File: config.mk
export PLATFORM = sky130hd
export DESIGN_NAME = nv_ram_rwsthp_fifo_ctrl_flat
export DESIGN_NICKNAME = d
export VERILOG_FILES = /design/src/rtl/nv_ram_rwsthp_fifo_ctrl_if.sv /design/src/rtl/nv_ram_rwsthp_fifo_ctrl.sv /design/src/flat_wrapper.sv
export SDC_FILE = /design/constraint.sdc
export NUM_CORES = 1
export LEC_CHECK = 0
export ABC_AREA = 1
export BUFFER_PORTS_ARGS = -buffer_cell sky130_fd_sc_hd__buf_2
export CORE_AREA = 2 2 151 153
export CTS_BUF_LIST = sky130_fd_sc_hd__clkbuf_16
export CTS_CLUSTER_DIAMETER = 100
export DETAILED_ROUTE_END_ITERATION = 10
export DIE_AREA = 0 0 153 155
export PLACE_DENSITY_LB_ADDON = 0.08
export SETUP_SLACK_MARGIN = 0.02
export SYNTH_ARGS = -nofsm -noshare
export SYNTH_HDL_FRONTEND = slang
export SYNTH_SLANG_ARGS = --single-unit
File: constraint.sdc
create_clock -name nvdla_core_clk -period 6.8 [get_ports nvdla_core_clk]
set_input_delay 0.68 -clock nvdla_core_clk [delete_from_list [all_inputs] [get_ports nvdla_core_clk]]
set_output_delay 0.68 -clock nvdla_core_clk [all_outputs]
set_load 0.03 [all_outputs]
File: src/rtl/nv_ram_rwsthp_fifo_ctrl_if.sv
// ----------------------------------------------------------------------------
// nv_ram_rwsthp_fifo_ctrl_if
// Bundles the signals around the FIFO sequencer:
// - its valid/ready write side and read side,
// - the write, read and bypass ports of the rwsthp RAM,
// - the occupancy count.
//
// Modports:
//   slave  - the sequencer. It drives the handshake outputs, the RAM controls
//            and fifo_count.
//   master - the environment. It drives the producer/consumer inputs and the
//            RAM read data.
//
// Signals:
//   wr_pvld/wr_prdy/wr_pd   write handshake and data
//   rd_pvld/rd_prdy/rd_pd   read handshake and data
//   ram_wa/ram_we/ram_di    RAM write port
//   ram_ra/ram_re/ram_ore   RAM read address, read enable, output-reg enable
//   ram_byp_sel/ram_dbyp    RAM bypass select and data
//   ram_dout                RAM registered output
//   fifo_count              total words held
// ----------------------------------------------------------------------------
interface nv_ram_rwsthp_fifo_ctrl_if #(
  parameter int unsigned AW = 7,
  parameter int unsigned DW = 72
);
  logic          wr_pvld;
  logic          wr_prdy;
  logic [DW-1:0] wr_pd;

  logic          rd_pvld;
  logic          rd_prdy;
  logic [DW-1:0] rd_pd;

  logic [AW-1:0] ram_wa;
  logic          ram_we;
  logic [DW-1:0] ram_di;

  logic [AW-1:0] ram_ra;
  logic          ram_re;
  logic          ram_ore;

  logic          ram_byp_sel;
  logic [DW-1:0] ram_dbyp;
  logic [DW-1:0] ram_dout;

  logic [6:0]    fifo_count;

  modport slave (
    input  wr_pvld, wr_pd, rd_prdy, ram_dout,
    output wr_prdy, rd_pvld, rd_pd,
    output ram_wa, ram_we, ram_di,
    output ram_ra, ram_re, ram_ore,
    output ram_byp_sel, ram_dbyp,
    output fifo_count
  );

  modport master (
    output wr_pvld, wr_pd, rd_prdy, ram_dout,
    input  wr_prdy, rd_pvld, rd_pd,
    input  ram_wa, ram_we, ram_di,
    input  ram_ra, ram_re, ram_ore,
    input  ram_byp_sel, ram_dbyp,
    input  fifo_count
  );
endinterface

File: src/rtl/nv_ram_rwsthp_fifo_ctrl.sv
// ----------------------------------------------------------------------------
// nv_ram_rwsthp_fifo_ctrl
// FIFO sequencer that owns the ports of a DEPTH x DW two-port rwsthp RAM.
// The RAM has a registered read address, an output-register enable and a
// bypass mux.
//
// Read path:
// - The 2-cycle RAM read latency is hidden by a read pipeline that keeps at
//   most two words past the RAM: one in flight, one on ram_dout.
// - A 1-entry skid register absorbs the word on ram_dout when the consumer
//   stalls.
// - With BYPASS_EN=1, a write into an otherwise drained FIFO skips the RAM
//   array. It goes straight through the bypass mux into the output register.
//
// Ports:
//   nvdla_core_clk   clock, all state on rising edge
//   nvdla_core_rstn  synchronous active-low reset
//   bus (slave)      write/read handshakes, RAM ports, fifo_count
// ----------------------------------------------------------------------------
module nv_ram_rwsthp_fifo_ctrl #(
  parameter int unsigned DEPTH     = 80,
  parameter int unsigned AW        = 7,
  parameter int unsigned DW        = 72,
  parameter bit          BYPASS_EN = 1'b1
) (
  input  logic                     nvdla_core_clk,
  input  logic                     nvdla_core_rstn,
  nv_ram_rwsthp_fifo_ctrl_if.slave bus
);

  localparam int unsigned   CW       = 7;
  localparam logic [AW-1:0] PTR_LAST = AW'(DEPTH - 1);
  localparam logic [CW-1:0] CNT_FULL = CW'(DEPTH);

  // Architectural state
  logic [AW-1:0] wr_ptr_q, wr_ptr_d;
  logic [AW-1:0] rd_ptr_q, rd_ptr_d;
  logic [CW-1:0] ram_cnt_q, ram_cnt_d;
  logic          s1_vld_q, s1_vld_d;
  logic          dout_vld_q, dout_vld_d;
  logic          skid_vld_q, skid_vld_d;
  logic [DW-1:0] skid_pd_q;

  // Per-cycle decisions
  logic          run_c;
  logic          wr_prdy_c;
  logic          rd_pvld_c;
  logic          push_c;
  logic          pop_c;
  logic [1:0]    occ_c;
  logic [1:0]    occ_left_c;
  logic          room_c;
  logic          byp_c;
  logic          we_c;
  logic          re_c;
  logic          ore_c;
  logic          skid_load_c;
  logic [CW-1:0] count_c;

  // Handshake, credit and RAM-control decisions from registered state
  always_comb begin
    run_c       = nvdla_core_rstn;
    occ_c       = 2'({1'b0, s1_vld_q}) + 2'({1'b0, dout_vld_q}) + 2'({1'b0, skid_vld_q});
    wr_prdy_c   = run_c & (ram_cnt_q < CNT_FULL);
    rd_pvld_c   = run_c & (skid_vld_q | dout_vld_q);
    push_c      = bus.wr_pvld & wr_prdy_c;
    pop_c       = rd_pvld_c & bus.rd_prdy;
    // Words past the RAM that remain after this cycle's pop; a new word may
    // only be started toward the output stage while fewer than two remain.
    occ_left_c  = occ_c - {1'b0, pop_c};
    room_c      = (occ_left_c < 2'd2);
    // Bypass only when nothing older sits in the array or in the read stage.
    byp_c       = BYPASS_EN & push_c & (ram_cnt_q == '0) & ~s1_vld_q & room_c;
    we_c        = push_c & ~byp_c;
    // ram_cnt only counts words written on earlier cycles, so a word is never
    // issued in its own push cycle.
    re_c        = run_c & (ram_cnt_q != '0) & room_c;
    ore_c       = run_c & (s1_vld_q | byp_c);
    // Output register is about to be overwritten while it still holds an
    // unconsumed word: move that word into the skid.
    skid_load_c = ore_c & dout_vld_q & ~(pop_c & ~skid_vld_q);
    count_c     = run_c ? (ram_cnt_q + CW'(occ_c)) : '0;
  end

  // Next-state for pointers, counter and read-pipeline flags
  always_comb begin
    wr_ptr_d   = wr_ptr_q;
    rd_ptr_d   = rd_ptr_q;
    ram_cnt_d  = ram_cnt_q;
    s1_vld_d   = re_c;
    dout_vld_d = ore_c | (dout_vld_q & ~(pop_c & ~skid_vld_q));
    skid_vld_d = skid_load_c | (skid_vld_q & ~pop_c);

    if (we_c) begin
      wr_ptr_d = (wr_ptr_q == PTR_LAST) ? '0 : (wr_ptr_q + AW'(1));
    end
    if (re_c) begin
      rd_ptr_d = (rd_ptr_q == PTR_LAST) ? '0 : (rd_ptr_q + AW'(1));
    end

    case ({we_c, re_c})
      2'b10:   ram_cnt_d = ram_cnt_q + CW'(1);
      2'b01:   ram_cnt_d = ram_cnt_q - CW'(1);
      default: ram_cnt_d = ram_cnt_q;
    endcase
  end

  // Control state register
  always_ff @(posedge nvdla_core_clk) begin
    if (!nvdla_core_rstn) begin
      wr_ptr_q   <= '0;
      rd_ptr_q   <= '0;
      ram_cnt_q  <= '0;
      s1_vld_q   <= 1'b0;
      dout_vld_q <= 1'b0;
      skid_vld_q <= 1'b0;
    end else begin
      wr_ptr_q   <= wr_ptr_d;
      rd_ptr_q   <= rd_ptr_d;
      ram_cnt_q  <= ram_cnt_d;
      s1_vld_q   <= s1_vld_d;
      dout_vld_q <= dout_vld_d;
      skid_vld_q <= skid_vld_d;
    end
  end

  // Skid data register, qualified by skid_vld_q so no reset needed
  always_ff @(posedge nvdla_core_clk) begin
    if (skid_load_c) begin
      skid_pd_q <= bus.ram_dout;
    end
  end

  // Handshake outputs
  assign bus.wr_prdy     = wr_prdy_c;
  assign bus.rd_pvld     = rd_pvld_c;
  // The skid word is always older than the word on ram_dout.
  assign bus.rd_pd       = skid_vld_q ? skid_pd_q : bus.ram_dout;

  // RAM write port
  assign bus.ram_wa      = wr_ptr_q;
  assign bus.ram_we      = we_c;
  assign bus.ram_di      = bus.wr_pd;

  // RAM read and bypass controls
  assign bus.ram_ra      = rd_ptr_q;
  assign bus.ram_re      = re_c;
  assign bus.ram_ore     = ore_c;
  assign bus.ram_byp_sel = byp_c;
  assign bus.ram_dbyp    = bus.wr_pd;

  // Occupancy
  assign bus.fifo_count  = count_c;

endmodule
File: src/flat_wrapper.sv
// flat-port wrapper written by rule: the top's interface ports become plain ports
module nv_ram_rwsthp_fifo_ctrl_flat 
#(
  parameter int unsigned DEPTH     = 80,
  parameter int unsigned AW        = 7,
  parameter int unsigned DW        = 72,
  parameter bit          BYPASS_EN = 1'b1
)
  (nvdla_core_clk, nvdla_core_rstn, bus_wr_pvld, bus_wr_pd, bus_rd_prdy, bus_ram_dout, bus_wr_prdy, bus_rd_pvld, bus_rd_pd, bus_ram_wa, bus_ram_we, bus_ram_di, bus_ram_ra, bus_ram_re, bus_ram_ore, bus_ram_byp_sel, bus_ram_dbyp, bus_fifo_count);
  nv_ram_rwsthp_fifo_ctrl_if #(.AW(AW), .DW(DW)) bus_i ();
  input  logic nvdla_core_clk;
  input  logic nvdla_core_rstn;
  input wire logic [$bits(bus_i.wr_pvld)-1:0] bus_wr_pvld;
  input wire logic [$bits(bus_i.wr_pd)-1:0] bus_wr_pd;
  input wire logic [$bits(bus_i.rd_prdy)-1:0] bus_rd_prdy;
  input wire logic [$bits(bus_i.ram_dout)-1:0] bus_ram_dout;
  output wire logic [$bits(bus_i.wr_prdy)-1:0] bus_wr_prdy;
  output wire logic [$bits(bus_i.rd_pvld)-1:0] bus_rd_pvld;
  output wire logic [$bits(bus_i.rd_pd)-1:0] bus_rd_pd;
  output wire logic [$bits(bus_i.ram_wa)-1:0] bus_ram_wa;
  output wire logic [$bits(bus_i.ram_we)-1:0] bus_ram_we;
  output wire logic [$bits(bus_i.ram_di)-1:0] bus_ram_di;
  output wire logic [$bits(bus_i.ram_ra)-1:0] bus_ram_ra;
  output wire logic [$bits(bus_i.ram_re)-1:0] bus_ram_re;
  output wire logic [$bits(bus_i.ram_ore)-1:0] bus_ram_ore;
  output wire logic [$bits(bus_i.ram_byp_sel)-1:0] bus_ram_byp_sel;
  output wire logic [$bits(bus_i.ram_dbyp)-1:0] bus_ram_dbyp;
  output wire logic [$bits(bus_i.fifo_count)-1:0] bus_fifo_count;
  assign bus_i.wr_pvld = bus_wr_pvld;
  assign bus_i.wr_pd = bus_wr_pd;
  assign bus_i.rd_prdy = bus_rd_prdy;
  assign bus_i.ram_dout = bus_ram_dout;
  assign bus_wr_prdy = bus_i.wr_prdy;
  assign bus_rd_pvld = bus_i.rd_pvld;
  assign bus_rd_pd = bus_i.rd_pd;
  assign bus_ram_wa = bus_i.ram_wa;
  assign bus_ram_we = bus_i.ram_we;
  assign bus_ram_di = bus_i.ram_di;
  assign bus_ram_ra = bus_i.ram_ra;
  assign bus_ram_re = bus_i.ram_re;
  assign bus_ram_ore = bus_i.ram_ore;
  assign bus_ram_byp_sel = bus_i.ram_byp_sel;
  assign bus_ram_dbyp = bus_i.ram_dbyp;
  assign bus_fifo_count = bus_i.fifo_count;
  nv_ram_rwsthp_fifo_ctrl #(.DEPTH(DEPTH), .AW(AW), .DW(DW), .BYPASS_EN(BYPASS_EN)) u_core (.nvdla_core_clk(nvdla_core_clk), .nvdla_core_rstn(nvdla_core_rstn), .bus(bus_i));
endmodule
# Word-level counts from Yosys, hierarchy flattened
# Cells that the tools add are included.
word_totals:
  register_bits: 96
  input_bits: 148
  output_inout_bits: 243
  word_cells: 54
op_classes:
  n_addsub: 8
  n_lt_le_gt_ge: 2
  eq_ne: 4
  muxes: 5
  n_bitwise: 25
  reduce_logical: 3
op_table:
  columns: ["op", "count"]
  rows:
  - ["two-way mux 72 bit", 1]
  - ["adder 7 x 1 -> 7 bit (second input constant)", 3]
  - ["two-way mux 7 bit", 3]
  - ["AND 1 bit", 16]
  - ["== test 7 bit (second input constant)", 2]
  - ["case mux 7 bit (2 select lines)", 1]
  - ["adder 7 x 2 -> 7 bit", 1]
  - ["logical NOT 7 bit", 1]
  - ["less-than comparator 7 bit (second input constant)", 1]
  - ["nonzero test 7 bit", 1]
  - ["subtractor 7 x 1 -> 7 bit (second input constant)", 1]
  - ["NOT 1 bit", 5]
  - ["bitwise OR 1 bit", 4]
  - ["adder 1 x 1 -> 2 bit", 1]
  - ["adder 2 x 1 -> 2 bit", 1]
  - ["== test 2 x 1 -> 1 bit (second input constant)", 1]
  - ["== test 2 bit (second input constant)", 1]
  - ["less-than comparator 2 bit (second input constant)", 1]
  - ["nonzero test 2 bit", 1]
  - ["subtractor 2 x 1 -> 2 bit", 1]

# Logic depth before layout (Yosys ltp)
# Gate-level depths: netlist of the first run.
logic_depth:
  ltp_word: 11
  ltp_mapped: 18
  depth_no_buf: 18

# Least setup slack after synthesis of the first run
# OpenSTA, ideal clock, no wires.
synth_path:
  path_kind: "register -> register"
  startpoint: "register u_core.skid_vld_q"
  endpoint: "register u_core.skid_pd_q[0], enable pin"
  arrival_ns: 4.458
  slack_ns: 1.839
  path_stages_with_launch: 9
  synth_period_minus_slack_ns: 4.961
  path_cell_list: "dfxtp_1 > fa_1 > nor2_1 > nand3_1 > nand2_2 > nand2_4 > nand2_1 > nand2_2 > nor2_1"
synth_via:
  elab_chain_cells: 10
synth_lines:
  columns: ["item", "line_no", "source"]
  rows:
  - ["from (decl)", "nv_ram_rwsthp_fifo_ctrl.sv:41", "logic skid_vld_q, skid_vld_d;"]
  - ["from (signal assigned)", "nv_ram_rwsthp_fifo_ctrl.sv:123", "skid_vld_q <= skid_vld_d;"]
  - ["bitwise OR 1 bit", "nv_ram_rwsthp_fifo_ctrl.sv:65", "rd_pvld_c = run_c & (skid_vld_q | dout_vld_q);"]
  - ["AND 1 bit", "nv_ram_rwsthp_fifo_ctrl.sv:65", null]
  - ["AND 1 bit", "nv_ram_rwsthp_fifo_ctrl.sv:67", "pop_c = rd_pvld_c & bus.rd_prdy;"]
  - ["subtractor 2 x 1 -> 2 bit", "nv_ram_rwsthp_fifo_ctrl.sv:70", "occ_left_c = occ_c - {1'b0, pop_c};"]
  - ["less-than comparator 2 bit", "nv_ram_rwsthp_fifo_ctrl.sv:71", "room_c = (occ_left_c < 2'd2);"]
  - ["AND 1 bit", "nv_ram_rwsthp_fifo_ctrl.sv:73", "byp_c = BYPASS_EN & push_c & (ram_cnt_q == '0) & ~s1_vld_q & room_c;"]
  - ["bitwise OR 1 bit", "nv_ram_rwsthp_fifo_ctrl.sv:78", "ore_c = run_c & (s1_vld_q | byp_c);"]
  - ["AND 1 bit", "nv_ram_rwsthp_fifo_ctrl.sv:78", null]
  - ["AND 1 bit", "nv_ram_rwsthp_fifo_ctrl.sv:81", "skid_load_c = ore_c & dout_vld_q & ~(pop_c & ~skid_vld_q);"]
  - ["AND 1 bit *", "nv_ram_rwsthp_fifo_ctrl.sv:81", null]
  - ["via u_core.skid_load_c", "nv_ram_rwsthp_fifo_ctrl.sv:57", "logic skid_load_c;"]
  - ["to (signal assigned)", "nv_ram_rwsthp_fifo_ctrl.sv:130", "skid_pd_q <= bus.ram_dout;"]
  - ["to (decl)", "nv_ram_rwsthp_fifo_ctrl.sv:42", "logic [DW-1:0] skid_pd_q;"]
# The timed path passes the listed nets; every way through them passes the cells marked *.
# A chain may end at the register's enable or synchronous reset.

# Worst setup path in the final report of the first run
layout_path:
  startpoint: "register u_core.skid_vld_q"
  endpoint: "register u_core.skid_pd_q[45], enable pin"
# Same word-level chain as after synthesis.

==> summary.txt, run 1 <==
Status
  – Status: complete, no violations

Timing
  – Setup TNS: 0 ns
  – Setup WS post-layout: 3.037 ns
  – Final period util: 0.5533
  – Setup violations, final: 0
  – Skew final: 0.008333 ns
  – Max Freq: 0.2658 GHz
  – Unrepaired setup endpoints after global routing: false
  – Final hold slack: roughly 0.52 ns
  – Final Hold Viols: 0
  – Min Tclk post-route: 3.763 ns
  – Actual slew at the worst max-slew pin: 0.8531 ns
  – Slew Limit Fails: 0
  – Max_slew headroom: 0.4313

Placed design
  – Setup WS pre-CTS: 2.920 ns
  – DP HPWL: 15.51 mm
  – Port bufs: 174
  – GP Congestion: between 0.8 and 0.9
  – Cell count after placement: roughly 1,000

Drt
  – DRC viols: 0
  – Total number of vias: 4,375
  – Top Layer Used: met5
  – DR pass1 iterations: 4
  – First DRT Iteration DRCs: roughly 160
  – Vias per cell: approximately 4.3
  – Routed met3 length: 1.777 mm
  – Final wirelength: 19.63 mm
  – Met1 wire length: between 6 and 7 mm
  – Remaining antenna violation count: 0
  – Routed len/inst: between 15 and 20 um
  – WL met2: ~10 mm

Synthesis
  – Largest cells by area after synthesis: edfxtp_1 (37%), buf_4 (19%), nand2_1 (18%)
  – Post-synth top flop: edfxtp_1
  – EDFF count, synth: approximately 70
  – Most numerous cell in the Yosys netlist: nand2_1
  – Synth cell count leaders: nand2_1 (271), buf_4 (144), edfxtp_1 (72), inv_1 (34), a21oi_1 (25)
  – Synthesized area: slightly below 6000 um2
  – Sequential fraction of the synthesis area: 0.4548
  – Synth Warn #: 0
  – Syn Nets: 859
  – Synth top area share: 0.3721
  – #FFs+latches synth: 96
  – Area leader, netlist: edfxtp_1
  – Asr flop ratio synth: 0
  – Syn Area/Cell: around 8.3 um2
  – Cells after Synth: 698
  – Unique masters post-synth: 33

Floorplan
  – Die H: about 160 um
  – Starting Density: 0.2614
  – I/O pin count: 391
  – CORE AREA: approximately 22,000 um2
  – Die area: roughly 24,000 um2
  – Cell Rows: 55
  – DIE WIDTH: 153 um

Power and ir drop
  – Max VDD drop: ~110 uV
  – Int Pwr: 1.158 mW
  – Comb pwr share: 0.339
  – Sequential Power Share: 0.386
  – P_sw: between 700 and 800 uW
  – Total Power: 1.892 mW
  – Pleak: 2.950 nW
  – Sw Share: 0.3882
  – PD cells: 304.9 nW/um2
  – Clock power frac: 0.275

Clocking
  – Clk Latency, worst-skew pair: 0.35 ns
  – Clock sinks: 96
  – CTS Buffer Depth: 2
  – Cts repair resizes: 0
  – Hold buffers post-CTS: 0
  – CTS tree: built
  – Reg clk slew, reported paths: 0.07 ns
  – Root Buffer: clkbuf_16
  – H-tree depth: 3
  – CTS Buf Count: 9
  – Post-CTS repair timing setup buffer count: 0

Worst setup path
  – Worst-path fanout max: 77
  – Worst R2R Setup Slack: 3.04 ns
  – Worst setup EP type: flop
  – FF-to-FF Start: u_core.skid_vld_q$_SDFF_PN0_
  – FF-to-FF path depth: 9
  – Type of the worst setup path: reg -> reg
  – Critical Path Source Type: flop
  – CP Data Required Time: 6.79 ns
  – R2r endpoint: u_core.skid_pd_q[45]$_DFFE_PP_
  – Worst EP arrival: 3.75 ns

Finish
  – Finished Layout Cells: 1,012
  – Ant. Diodes: 0
  – Area grow syn2layout: 6.804%
  – Nets: 884
  – Layout cell share with drive strength beyond 1: 0.2944

Flow run
  – Max_cap viols: 0

GRT
  – Vias in the first global route: 4,358
  – Largest net degree at the start of global routing: a little under 80
  – Gr ovfl total: 0
  – Tot GR Track Use: 0.1606
  – Global-route wire length before repair: 28.20 mm
  – Antenna violations before repair: 1

Hold path
  – HP Start: bus_ram_dout[32]
  – Hold depth: 1
  – Min-Delay Path Class: in -> reg
  – Worst Hold Path EP: u_core.skid_pd_q[32]$_DFFE_PP_
## worst max path at each step
stage / start / end / slack (ns) / depth (start not counted)
floorplan: u_core.skid_vld_q$_SDFF_PN0_ / u_core.skid_pd_q[0]$_DFFE_PP_ / 1.84 / 8
global placement: u_core.skid_vld_q$_SDFF_PN0_ / u_core.skid_pd_q[51]$_DFFE_PP_ / 2.91 / 9
detailed placement: u_core.skid_vld_q$_SDFF_PN0_ / u_core.skid_pd_q[37]$_DFFE_PP_ / 2.92 / 9
CTS: u_core.skid_vld_q$_SDFF_PN0_ / u_core.skid_pd_q[46]$_DFFE_PP_ / 2.91 / 9
global route: u_core.skid_vld_q$_SDFF_PN0_ / u_core.skid_pd_q[41]$_DFFE_PP_ / 2.69 / 9
finish: u_core.skid_vld_q$_SDFF_PN0_ / u_core.skid_pd_q[45]$_DFFE_PP_ / 3.04 / 9
## layout make-up
cell class	count	area [um2]
well taps	285	356.6
repair buffers	176	885.9
clock buffers	9	225.2
fillers	2441	16020
flip-flops and latches	96	2646
inverters	42	160.2
clock inverters	6	66.31
multi-input cells	398	1866
## per-stage QoR
step,util,area [um2]
after global placement,0.2661,5914
after floorplan,-,5811
after global routing,0.2792,6206
after detailed placement,0.2661,5914
after CTS,0.2792,6206
final,0.2792,6206
## flip-flops by register name, indices dropped and copies added (netlist names)
register and count:
u_core.ram_cnt_q 7, u_core.s1_vld_q 1, u_core.skid_vld_q 1, u_core.dout_vld_q 1, u_core.skid_pd_q 72, u_core.bus.ram_ra 7
u_core.bus.ram_wa 7
## power groups by stage
stage	Sequential (mW)	Clock (mW)	Combinational, mW
floorplan	0.733	0	0.610
global placement	0.745	0	0.654
detailed placement	0.745	0	0.651
CTS	0.732	0.543	0.654
global route	0.739	0.564	0.720
finish	0.731	0.520	0.641
## critical path, cell delays in order (launching register included)
cell and delay, ns:
dfxtp_4 0.88, fa_1 0.56, nor2_1 0.16, nand3_1 0.11
nand2_2 0.13, nand2_4 0.11, nand2_1 0.09, nand2_2 0.08
nor2_4 0.61, buf_4 0.64
## cells in the final DEF (no fill, tap or decap), drive strengths merged, types with 2 or more instances in the layout
cell / count
a21o: 2
a21oi: 27
buf: 176
clkbuf: 9
clkinv: 3
dfxtp: 24
edfxtp: 72
fa: 3
ha: 10
inv: 44
nand2: 277
nand3: 22
nand3b: 3
nand4: 3
nor2: 22
nor3: 4
o21ai: 9
xnor2: 3
xor2: 8
## layer usage
layer | vias to the layer above | track usage
met3 | 47 | 0.06407
met4 | 4 | 0.09436
met2 | 216 | 0.2797
met5 | - | 0.02484
li1 | 2119 | -
met1 | 1989 | 0.1615
## logic make-up (layout without fill, tap and decap cells)
logic type / count (synthesis) / count (layout) / share of synthesized area
adder cells (fa/ha/maj): 13 / 13 / 0.03187
AND/OR/NAND/NOR: 334 / 334 / 0.2339
buffers and inverters: 204 / 233 / 0.2255
XOR/XNOR: 11 / 11 / 0.01658
flip-flops: 96 / 96 / 0.4548
AO/OA/AOI/OAI: 40 / 40 / 0.03747
(Power assumes the default switching activity.)
==> run 2: changes to the inputs <==
--- a/config.mk
+++ b/config.mk
@@ -5,7 +5,7 @@
 export SDC_FILE = /design/constraint.sdc
 export NUM_CORES = 1
 export LEC_CHECK = 0
-export ABC_AREA = 1
+export ABC_AREA = 0
 export BUFFER_PORTS_ARGS = -buffer_cell sky130_fd_sc_hd__buf_2
 export CORE_AREA = 2 2 151 153
 export CTS_BUF_LIST = sky130_fd_sc_hd__clkbuf_16
==> constraint.sdc (replaced) <==
create_clock -name nvdla_core_clk -period 3.89 [get_ports nvdla_core_clk]
set_input_delay 0.389 -clock nvdla_core_clk [delete_from_list [all_inputs] [get_ports nvdla_core_clk]]
set_output_delay 0.389 -clock nvdla_core_clk [all_outputs]
set_load 0.03 [all_outputs]
==> summary.txt, run 2 <==
GRT
  – Vias in the first global route: 3,753 (-14%)
  – GR Util met3: 0.09749 (+0.03343)
  – Met1 usage: 0.1372 (-0.02428)
  – Gr ovfl total: 0 (unchanged)
  – Largest net degree at the start of global routing: 75 (-3.8%)
  – Tot GR Track Use: 0.1147 (-0.04590)
  – Global-route wire length before repair: 21.30 mm (-24%)
  – Most crowded layer after global routing: met2
  – GR Util met2: 0.1473 (-0.1324)
  – Antenna violations before repair: 0 (-1)

Drt
  – Routed len/inst: 16.79 um (-13%)
  – Final wirelength: 13.80 mm (-30%)
  – Remaining antenna violation count: 0 (unchanged)
  – First DRT Iteration DRCs: 153 (-5.6%)
  – DR pass1 iterations: 4 (unchanged)
  – Total number of vias: 3,635 (-17%)
  – DRC viols: 0 (unchanged)
  – Vias per cell: 4.422 (+2.3%)

Clocking
  – CTS tree: built
  – Clock sinks: 96 (unchanged)
  – Root Buffer: clkbuf_16
  – Post-CTS repair timing setup buffer count: 0 (unchanged)
  – Reg clk slew, reported paths: 0.08 ns (about the same)
  – Hold buffers post-CTS: 0 (unchanged)
  – CTS Buf Count: 9 (unchanged)
  – Clk Latency, worst-skew pair: 0.35 ns (about the same)
  – H-tree depth: 3 (unchanged)
  – Cts repair resizes: 0 (unchanged)
  – CTS Buffer Depth: 2 (unchanged)

Floorplan
  – DIE WIDTH: 153 um (unchanged)
  – Die area: 23,720 um2 (unchanged)
  – Die H: 155 um (unchanged)
  – CORE AREA: 22,230 um2 (unchanged)
  – I/O pin count: 391 (unchanged)
  – Cell Rows: 55 (unchanged)
  – Starting Density: 0.2579 (-0.003546)

Timing
  – Setup TNS: 0 ns (unchanged)
  – Setup violations, final: 0 (unchanged)
  – Final period util: 0.9371 (+0.3838)
  – Final Hold Viols: 0 (unchanged)
  – Max_slew headroom: 0.3420 (-0.08929)
  – Min Tclk post-route: 3.645 ns (-0.1173 ns)
  – Max Freq: 0.2743 GHz (+3.2%)
  – Skew final: 0.009705 ns (+0.001373 ns)
  – Setup WS post-layout: 0.2448 ns (-2.793 ns)
  – Actual slew at the worst max-slew pin: 0.9870 ns (+0.1339 ns)
  – Unrepaired setup endpoints after global routing: false
  – Slew Limit Fails: 0 (unchanged)

Worst setup path
  – Max incr delay on CP: 0.50 ns (-0.38 ns)
  – CP Data Required Time: 4.17 ns (-2.62 ns)
  – Setup crit start: u_core.skid_vld_q$_SDFF_PN0_
  – Critical-path top delay cell: fa_1
  – Worst setup EP type: flop
  – Worst-path fanout max: 8 (-90%)
  – R2r endpoint: u_core.ram_cnt_q[6]$_SDFFE_PN0P_
  – FF-to-FF path depth: 12 (+3)
  – FF-to-FF Start: u_core.skid_vld_q$_SDFF_PN0_
  – Critical Path Source Type: flop
  – Worst R2R Setup Slack: 0.24 ns (-2.79 ns)
  – Worst EP arrival: 3.93 ns (+0.18 ns)
  – CP Cell Sequence: fa_1 > nand2b_1 > or3_1 > a31oi_1 > inv_1 > ha_2 > ha_1 > nor2b_1 > o31a_1 > or4_1 > nand3_1 > mux2i_1
  – Type of the worst setup path: reg -> reg

Synthesis
  – EDFF count, synth: 72 (unchanged)
  – Unique masters post-synth: 56 (+70%)
  – Simple-gate share of the synthesized area: 0.08623 (-0.1476)
  – Largest family of logic cells by synthesized area: buffers and inverters
  – Syn Nets: 657 (-24%)
  – Synthesized area: 5732 um2 (-1.4%)
  – Sequential fraction of the synthesis area: 0.4610 (+0.006254)
  – Compound-gate portion of the synthesized area: 0.04890 (+0.01143)
  – Adder-cell share of the synthesized area: 0.03231 (+0.0004383)
  – Post-synth top flop: edfxtp_1
  – Synth top area share: 0.3772 (+0.005117)
  – Syn Area/Cell: 11.56 um2 (+39%)
  – Largest cells by area after synthesis: edfxtp_1 (38%), buf_4 (19%), mux2_2 (14%)
  – Post-Synth XOR/XNOR Area: 0.01375 (-0.002828)
  – Synth cell count leaders: buf_4 (144), edfxtp_1 (72), mux2_2 (72), dfxtp_1 (24), nor2_1 (22)
  – Multiplexer share of the synthesized area: 0.1502 (+0.1502)
  – Asr flop ratio synth: 0 (unchanged)
  – #FFs+latches synth: 96 (unchanged)
  – Most numerous cell in the Yosys netlist: buf_4
  – Area leader, netlist: edfxtp_1
  – Synth Warn #: 0 (unchanged)
  – Cells after Synth: 496 (-29%)

Status
  – Status: complete, no violations

Hold path
  – HP Start: bus_ram_dout[13]
  – Min-Delay Path Class: in -> reg
  – Worst Hold Path EP: u_core.skid_pd_q[13]$_DFFE_PP_
  – Hold depth: 1 (unchanged)

Finish
  – Top reg by flops: u_core.skid_pd_q
  – Finished Layout Cells: 822 (-19%)
  – Layout cell share with drive strength beyond 1: 0.5252 (+0.2309)
  – Multi-input logic area: 1913 um2 (+2.5%)
  – Max reg flops: 72 (unchanged)
  – Most common cell after layout, fill and taps aside: buf_2
  – Most frequent cells in the layout: buf_2 (174), mux2_2 (72), edfxtp_1 (72)
  – Area occupied by registers: 2646 um2 (unchanged)
  – Area grow syn2layout: 7.946%
  – Nets: 691 (-22%)
  – Final Util: 0.2784 (-0.0008450)
  – Fillers: 2,311 (-5.3%)

Power and ir drop
  – PD cells: 457.6 nW/um2 (+50%)
  – Total Power: 2.831 mW (+50%)
  – Pleak: 2.459 nW (-17%)
  – Max VDD drop: 164.6 uV (+45%)

Flow run
  – Max_cap viols: 0 (unchanged)

Placed design
  – Setup WS pre-CTS: 0.2228 ns (-2.697 ns)
  – DP HPWL: 9.996 mm (-36%)
  – GP Congestion: 0.7214 (-12%)
  – Cell count after placement: 804 (-19%)
  – Port bufs: 174 (unchanged)
run 2: critical path, delay by kind of cell, from the launching register on:
| kind | cells | cell delay, ns |
|---|---|---|
| AND/OR/NAND/NOR | 5 | 1.36 |
| adder cells (fa/ha/maj) | 3 | 1.06 |
| AO/OA/AOI/OAI | 2 | 0.55 |
| flip-flops | 1 | 0.36 |
| multiplexers | 1 | 0.17 |
| buffers and inverters | 1 | 0.08 |
run 2: how the worst max path moves through the flow:
stage,end,slack [ns],cells after the start
3_5_place_dp,u_core.ram_cnt_q[6]$_SDFFE_PN0P_,0.22,12
3_3_place_gp,u_core.ram_cnt_q[6]$_SDFFE_PN0P_,0.31,12
4_1_cts,u_core.ram_cnt_q[6]$_SDFFE_PN0P_,0.18,12
2_1_floorplan,u_core.ram_cnt_q[6]$_SDFFE_PN0P_,0.14,13
6_report,u_core.ram_cnt_q[6]$_SDFFE_PN0P_,0.24,12
5_1_grt,u_core.ram_cnt_q[6]$_SDFFE_PN0P_,0.04,12
run 2: final cells by class:
type	instances	area share
flip-flops and latches	96	0.4277
multi-input cells	230	0.3092
repair buffers	181	0.1513
well taps	285	0.05763
clock buffers	9	0.03640
clock inverters	7	0.009707
inverters	12	0.007280
diodes	2	0.0008089
run 2: power by group:
part | internal, mW | switching (mW) | total [mW]
Clock | 0.448 | 0.441 | 0.889
Sequential | 1.15 | 0.0409 | 1.19
Combinational | 0.279 | 0.475 | 0.754
run 2: kinds of logic after synthesis:
logic type | after synthesis
flip-flops | 96
buffers and inverters | 170
adder cells (fa/ha/maj) | 13
AO/OA/AOI/OAI | 42
AND/OR/NAND/NOR | 89
multiplexers | 77
XOR/XNOR | 9
run 2: per-stage QoR:
step	hold WS (ns)	area (um2)
after global placement	0.4793	5894
final	0.2193	6187
after floorplan	0.4751	5743
after CTS	0.1959	6180
after detailed placement	0.4996	5894
after global routing	0.1990	6182
run 2: routing by layer:
metal | share of wire | wire, um
met1 | 0.42 | 5832
met2 | 0.39 | 5403
met3 | 0.17 | 2296
met4 | 0.015 | 210
met5 | 0.0042 | 58
